## config.mk

```make
export PLATFORM = sky130hd
export DESIGN_NAME = if_fetch
export DESIGN_NICKNAME = d
export VERILOG_FILES = /design/src/rtl/if_fetch_pkg.sv /design/src/rtl/if_inst_buf.sv /design/src/rtl/if_fetch.sv
export SDC_FILE = /design/constraint.sdc
export NUM_CORES = 1
export LEC_CHECK = 0
export CORE_MARGIN = 2
export CORE_UTILIZATION = 30
export CTS_BUF_LIST = sky130_fd_sc_hd__clkbuf_16
export CTS_CLUSTER_SIZE = 10
export DETAILED_ROUTE_END_ITERATION = 7
export PLACE_DENSITY_LB_ADDON = 0.15
export SLEW_MARGIN = 20
export SYNTH_ARGS = -nofsm -noshare
export SYNTH_HDL_FRONTEND = slang
export SYNTH_SLANG_ARGS = --single-unit
export TNS_END_PERCENT = 30
```

## constraint.sdc

```tcl
create_clock -name CLK -period 13.3 [get_ports CLK]
set_input_delay 2.66 -clock CLK [delete_from_list [all_inputs] [get_ports CLK]]
set_output_delay 2.66 -clock CLK [all_outputs]
set_load 0.02 [all_outputs]
```

## src/rtl/if_fetch_pkg.sv

```systemverilog
// Shared configuration for the instruction-fetch stage: widths, reset PC,
// bubble word and stall-vector bit indices.
package if_fetch_pkg;

  localparam int unsigned ADDR_WIDTH = 32;
  localparam int unsigned INST_WIDTH = 32;
  localparam int unsigned STALL_W    = 6;

  localparam logic [31:0] RESET_PC = 32'h0000_0000;
  localparam logic [31:0] ZeroWord = 32'h0000_0000;

  localparam int unsigned STALL_PC = 0;
  localparam int unsigned STALL_IF = 1;

endpackage

```

## src/rtl/if_inst_buf.sv

```systemverilog
// One-entry holding register for a fetched instruction.
// Flush beats fill beats consume.
module if_inst_buf import if_fetch_pkg::*; #(
  parameter int unsigned ADDR_W = ADDR_WIDTH,
  parameter int unsigned INST_W = INST_WIDTH
) (
  input  logic              CLK,
  input  logic              RST,
  input  logic              flush,
  input  logic              fill,
  input  logic [ADDR_W-1:0] fill_pc,
  input  logic [INST_W-1:0] fill_inst,
  input  logic              consume,
  output logic              valid,
  output logic [ADDR_W-1:0] pc,
  output logic [INST_W-1:0] inst
);

  always_ff @(posedge CLK or posedge RST) begin
    if (RST) begin
      valid <= 1'b0;
      pc    <= '0;
      inst  <= '0;
    end else if (flush) begin
      valid <= 1'b0;
    end else if (fill) begin
      valid <= 1'b1;
      pc    <= fill_pc;
      inst  <= fill_inst;
    end else if (consume) begin
      valid <= 1'b0;
    end
  end

endmodule

```

## src/rtl/if_fetch.sv

```systemverilog
// Instruction-fetch stage: owns the PC, issues single-outstanding memory reads,
// buffers one instruction for IF/ID and handles branch redirects.
module if_fetch import if_fetch_pkg::*; #(
  parameter int unsigned          ADDR_W   = ADDR_WIDTH,
  parameter int unsigned          INST_W   = INST_WIDTH,
  parameter logic [ADDR_W-1:0]    RESET_PC = ADDR_W'(if_fetch_pkg::RESET_PC)
) (
  input  logic               CLK,
  input  logic               RST,
  input  logic [STALL_W-1:0] stall,
  input  logic               branch_flag,
  input  logic [ADDR_W-1:0]  branch_target,
  output logic               mem_req,
  output logic [ADDR_W-1:0]  mem_addr,
  input  logic               mem_ack,
  input  logic [INST_W-1:0]  mem_rdata,
  output logic [ADDR_W-1:0]  if_pc,
  output logic [INST_W-1:0]  if_inst,
  output logic               stallreq_if
);

  typedef enum logic {S_IDLE, S_WAIT} fetch_state_t;

  fetch_state_t      state, state_n;
  logic [ADDR_W-1:0] pc, pc_n;
  logic              kill, kill_n;
  logic              req_n;
  logic [ADDR_W-1:0] addr_n;
  logic              buf_fill;
  logic              buf_valid;
  logic [ADDR_W-1:0] buf_pc;
  logic [INST_W-1:0] buf_inst;
  logic              consume;
  logic              unused_inputs;

  assign unused_inputs = ^{stall[STALL_W-1:2], branch_target[1:0]};

  assign consume = buf_valid && !stall[STALL_IF];

  always_ff @(posedge CLK or posedge RST) begin
    if (RST) begin
      state    <= S_IDLE;
      pc       <= RESET_PC;
      kill     <= 1'b0;
      mem_req  <= 1'b0;
      mem_addr <= '0;
    end else begin
      state    <= state_n;
      pc       <= pc_n;
      kill     <= kill_n;
      mem_req  <= req_n;
      mem_addr <= addr_n;
    end
  end

  always_comb begin
    state_n  = state;
    pc_n     = pc;
    kill_n   = kill;
    req_n    = mem_req;
    addr_n   = mem_addr;
    buf_fill = 1'b0;
    if (branch_flag) begin
      // The request cannot be aborted: either it completes now (drop data)
      // or it is marked for discard when its ack eventually arrives.
      pc_n = {branch_target[ADDR_W-1:2], 2'b00};
      if (state == S_WAIT) begin
        if (mem_ack) begin
          state_n = S_IDLE;
          req_n   = 1'b0;
          kill_n  = 1'b0;
        end else begin
          kill_n = 1'b1;
        end
      end
    end else begin
      unique case (state)
        S_IDLE: begin
          if (!stall[STALL_PC] && (!buf_valid || consume)) begin
            req_n   = 1'b1;
            addr_n  = pc;
            state_n = S_WAIT;
          end
        end
        S_WAIT: begin
          if (mem_ack) begin
            req_n   = 1'b0;
            state_n = S_IDLE;
            if (kill) begin
              kill_n = 1'b0;
            end else begin
              buf_fill = 1'b1;
              pc_n     = mem_addr + ADDR_W'(4);
            end
          end
        end
        default: state_n = S_IDLE;
      endcase
    end
  end

  if_inst_buf #(
    .ADDR_W (ADDR_W),
    .INST_W (INST_W)
  ) u_buf (
    .CLK       (CLK),
    .RST       (RST),
    .flush     (branch_flag),
    .fill      (buf_fill),
    .fill_pc   (mem_addr),
    .fill_inst (mem_rdata),
    .consume   (consume),
    .valid     (buf_valid),
    .pc        (buf_pc),
    .inst      (buf_inst)
  );

  assign if_pc       = buf_valid ? buf_pc : '0;
  assign if_inst     = buf_valid ? buf_inst : INST_W'(ZeroWord);
  assign stallreq_if = !buf_valid;

endmodule

```

### Word level (Yosys, flattened, before mapping)

Cells that the tools add are included.

* equality and inequality tests: 3
* reduce and logical (&&, ||, !) cells: 14
* mux-type cells: 27
* $add $sub $neg: 1
* bitwise logic cells: 2

Operators by type and width (count)
* 2-to-1 mux 32 bit: 6
* adder 32 x 3 -> 32 bit (second input constant): 1
* 2-to-1 mux 1 bit: 19
* AND reduction 2 bit: 3
* AND reduction 3 bit: 2
* one-hot mux 1 bit (2 select lines): 2
* nonzero test 2 bit: 2
* zero test 1 bit: 3
* inequality test 3 bit (second input constant): 1
* nonzero test 3 bit: 1
* logical AND 1 bit: 2
* inequality test 2 x 1 -> 1 bit (second input constant): 1
* inequality test 2 bit (second input constant): 1
* NOT 1 bit: 2
* logical OR 1 bit: 1

* output and inout bits: 98
* word-level logic and storage cells: 55
* bits of input ports: 74
* register bits: 132

### Longest topological paths before layout

* depth in word-level cells: 7
* mapped depth: 8
* gate-level depth less buffers: 6

### Cells and area by module

From an unflattened synthesis, not the netlist that was laid out.

* cells, all modules: 533
* area, all modules: 6587.6 µm²

Modules (own cells, without submodules)
* if_fetch: sequential area each 1676.6 µm², times used 1, area an instance 3842.4 µm², cells an instance 392
* if_inst_buf: sequential area each 1626.6 µm², times used 1, area an instance 2745.1 µm², cells an instance 141

### Worst setup path after synthesis

No wires, ideal clock.

* path type: input-to-reg
* start: input port stall[1]
* end: register mem_addr[12]
* required time: 13.168 ns
* setup time: 0.132 ns
* arrival: 3.796 ns
* path slack: 9.372 ns
* stages: 4
* path buffers: 2
* cells stage by stage: a2111oi_0 buf_2 clkbuf_1 o21ai_0

* cells in the longest elaborated chain, start to end: 5

Ends and longest elaborated chain
* from (decl): RTL line if_fetch.sv:10 `input logic [STALL_W-1:0] stall,`
* zero test 1 bit: RTL line if_fetch.sv:38 `assign consume = buf_valid && !stall[STALL_IF];`
* logical AND 1 bit: RTL line if_fetch.sv:38
* logical OR 1 bit: RTL line if_fetch.sv:79 `if (!stall[STALL_PC] && (!buf_valid || consume)) begin`
* logical AND 1 bit: RTL line if_fetch.sv:79
* AND reduction 3 bit (no source line)
* to (signal assigned): RTL line if_fetch.sv:52 `mem_addr <= addr_n;`
* to (decl): RTL line if_fetch.sv:14 `output logic [ADDR_W-1:0] mem_addr,`

Every way passes these cells.
A chain may end at the register's enable or synchronous reset.

### Final worst setup path

* start: register u_buf.valid
* end: output port if_pc[18]

* cells in the longest elaborated chain, start to end: 1

Ends and longest elaborated chain
* from (decl): RTL line if_inst_buf.sv:14 `output logic valid,`
* from (signal assigned): RTL line if_inst_buf.sv:21 `valid <= 1'b0;`
* from (signal assigned): RTL line if_inst_buf.sv:25 `valid <= 1'b0;`
* from (signal assigned): RTL line if_inst_buf.sv:27 `valid <= 1'b1;`
* 2-to-1 mux 32 bit: RTL line if_fetch.sv:118 `assign if_pc = buf_valid ? buf_pc : '0;`
* to (decl): RTL line if_fetch.sv:17 `output logic [ADDR_W-1:0] if_pc,`

Every way passes these cells.

==> out/qor.csv <==
metric;value;unit
reg2reg_setup_slack;10.97;ns
max-cap-violations;0;
vias_per_cell;4.622;
synth_fa_ha_area_frac;0.002008;
cts_max_path_buffers;2;
grt_max_degree;87;
cts_repair_resize_count;0;
grt_pass1_vias;5211;
total_leakage_power;3.816;nW
cp.arrival;2.33;ns
antenna_found_initial;0;
min_period_over_period;0.3752;
max_slew_margin;0.3409;
synth-edff-count;0;
synthMuxAreaShare;0.05662;
grtUsageTotal;0.1595;
syn_inst;666;
layout-drive-gt1-share;0.09333;
hold_path_class;register to register;
dr_total_vias;5061;
cp-end-kind;primary output;
path_cells;and2_1 > clkdlybuf4s50_1;
grt_overflow;0;
hpwl;10910;um
drtIter0Drc;261;
critPathMaxStageDelay;1.01;ns
powerDensity;158.3;nW/um2
rows;52;
finalHoldViolCount;0;
synth_xor_area_frac;0.03373;
async_flop_share;1.000;
crit_fanout;67;
status;completed;
fp.dieArea;21940;um2
worstSetupPathType;register to primary output;
cts-root-buf;clkbuf_16;
gp_congestion;0.7392;
rsz0062_at_grt;false;
portBuffers;165;
synthSimpleGateAreaFrac;0.2756;
ys_warn_count;0;
die_w;148.1;um
insertion_delay;0.41;ns
final_net_count;888;
path_clk_slew;0.05;ns
die_h;148.1;um
core_area;20300;um2
cp_data_required_time;10.64;ns
tightest_slew;0.9886;ns
dp.cells;1063;
synth_compound_area_frac;0.06685;
synth_top_flop_cell;dfrtp_1;
min_period;4.990;ns
ys_seq_area_frac;0.5300;
cts_buffers;17;
routedWlPerCell;15.56;um
antenna_cells;0;
ys_types;39;
drc;0;
start_util;0.3070;
slowest_stage;dfrtp_2;
io_pins;172;
postCtsSetupBuffers;0;
areaGrowthSynthToFinish;38.89;%
final.setup.tns;0;ns
ir_drop;0.06540;mV
dr.pass1.iters;5;
syn_area;6232;um2
worstSetupStartpointType;register;
final_cell_count_no_fill;1095;
grt_pass1_wl;27500;um
wl;17040;um
synth_top_family_by_area;simple AND/OR/NAND/NOR gates;
syn_area_per_cell;9.358;um2
setup_viol;0;
final_antenna_net_count;0;
htreeDepth;4;
skew;0.01144;ns
ys_seq_elements;132;
cts_hold_buf;0;
syn-num-nets;741;
fmax;200.4;MHz
report.final.slew_viol_count;0;
tritoncts;built;
cts_sinks;132;
cell usage after synthesis, types with 9 or more instances:
| master | instances | area [um2] |
|---|---|---|
| nand3_1 | 9 | 45.04 |
| mux2_2 | 26 | 292.8 |
| clkbuf_1 | 28 | 105.1 |
| a21oi_1 | 13 | 65.06 |
| o221ai_1 | 11 | 96.34 |
| xnor2_1 | 21 | 183.9 |
| nand2_1 | 236 | 885.9 |
| inv_1 | 9 | 33.78 |
| nor2_1 | 13 | 48.80 |
| o21ai_0 | 27 | 135.1 |
| and2_1 | 66 | 412.9 |
| dfrtp_1 | 132 | 3303 |
| buf_2 | 10 | 50.05 |
cell usage in the layout, fill, tap and decap left out, types with 4 or more instances in the layout:
cell type and n:
nor3_1 8, clkinv_2 4, nand2_1 236, buf_4 5
nor2_1 11, and2_1 66, nand3_1 9, mux2_2 26
dfrtp_1 131, o221ai_1 11, clkdlybuf4s50_1 164, a21oi_1 13
inv_1 12, nand4_1 6, clkbuf_16 17, o21ai_0 27
xnor2_1 21, mux2i_1 6
routing by layer:
metal	part of all wire	global-route usage	vias up	routed length (um)
li1	-	-	2470	-
met2	0.46	0.2519	157	7769
met1	0.48	0.2162	2421	8094
met5	0	0	-	0
met4	0.011	0.04905	0	192
met3	0.057	0.04110	13	978
registers in the layout, summed over array words and instances, names as in the netlist:
name         flops
kill             1
mem_addr        32
mem_req          1
pc              32
state            1
u_buf.inst      32
u_buf.pc        32
u_buf.valid      1
worst paths after layout:
kind                                  endpoint            from  depth (start not counted)
max in group asynchronous          u_buf.valid             RST                          4
min in group asynchronous        u_buf.inst[0]             RST                          2
worst min-delay path            u_buf.inst[22]  u_buf.inst[22]                          2
worst min register to register  u_buf.inst[22]  u_buf.inst[22]                          2
worst max-delay path                 if_pc[18]     u_buf.valid                          2
worst max register to register     u_buf.pc[7]           state                          7
worst max-delay path: cells and delay by family (launching register included):
family / cells / cell delay [ns]
buffers and inverters: 1 / 0.68
flip-flops: 1 / 1.01
AND/OR/NAND/NOR: 1 / 0.23
power by group:
| group | switching (mW) | leakage, nW | internal [mW] | total (mW) |
|---|---|---|---|---|
| Sequential | 0.0991 | 1.66 | 0.525 | 0.624 |
| Clock | 0.167 | 0.271 | 0.251 | 0.418 |
| Combinational | 0.167 | 1.89 | 0.161 | 0.328 |
kinds of logic after synthesis:
logic type,Yosys count
xor+xnor,24
fa+ha+maj,1
flops,132
mux,32
compound gates,64
buf+inv,52
simple gates,361
cell type report:
cell class,count,area (um2)
inverter,9,38.79
clock inverter,14,101.3
sequential,132,3304
timing repair buffer,171,1712
clock buffer,17,425.4
multi-input combinational,482,2736
tap,270,337.8
fill,1995,11640
per-stage QoR:
stage / setup WS, ns / total power, mW / hold WS, ns / cell area [um2] / utilization
global placement: 8.271 / 0.9474 / 0.4487 / 8097 / 0.3989
detailed placement: 8.222 / 0.9612 / 0.4546 / 8097 / 0.3989
global route: 8.134 / 1.462 / 0.4863 / 8656 / 0.4264
CTS: 8.238 / 1.390 / 0.4686 / 8623 / 0.4248
floorplan: 7.114 / 0.8056 / 0.4374 / 6232 / -
finish: 8.310 / 1.370 / 0.4618 / 8656 / 0.4264
No activity file was read; power rests on OpenSTA's default activity.
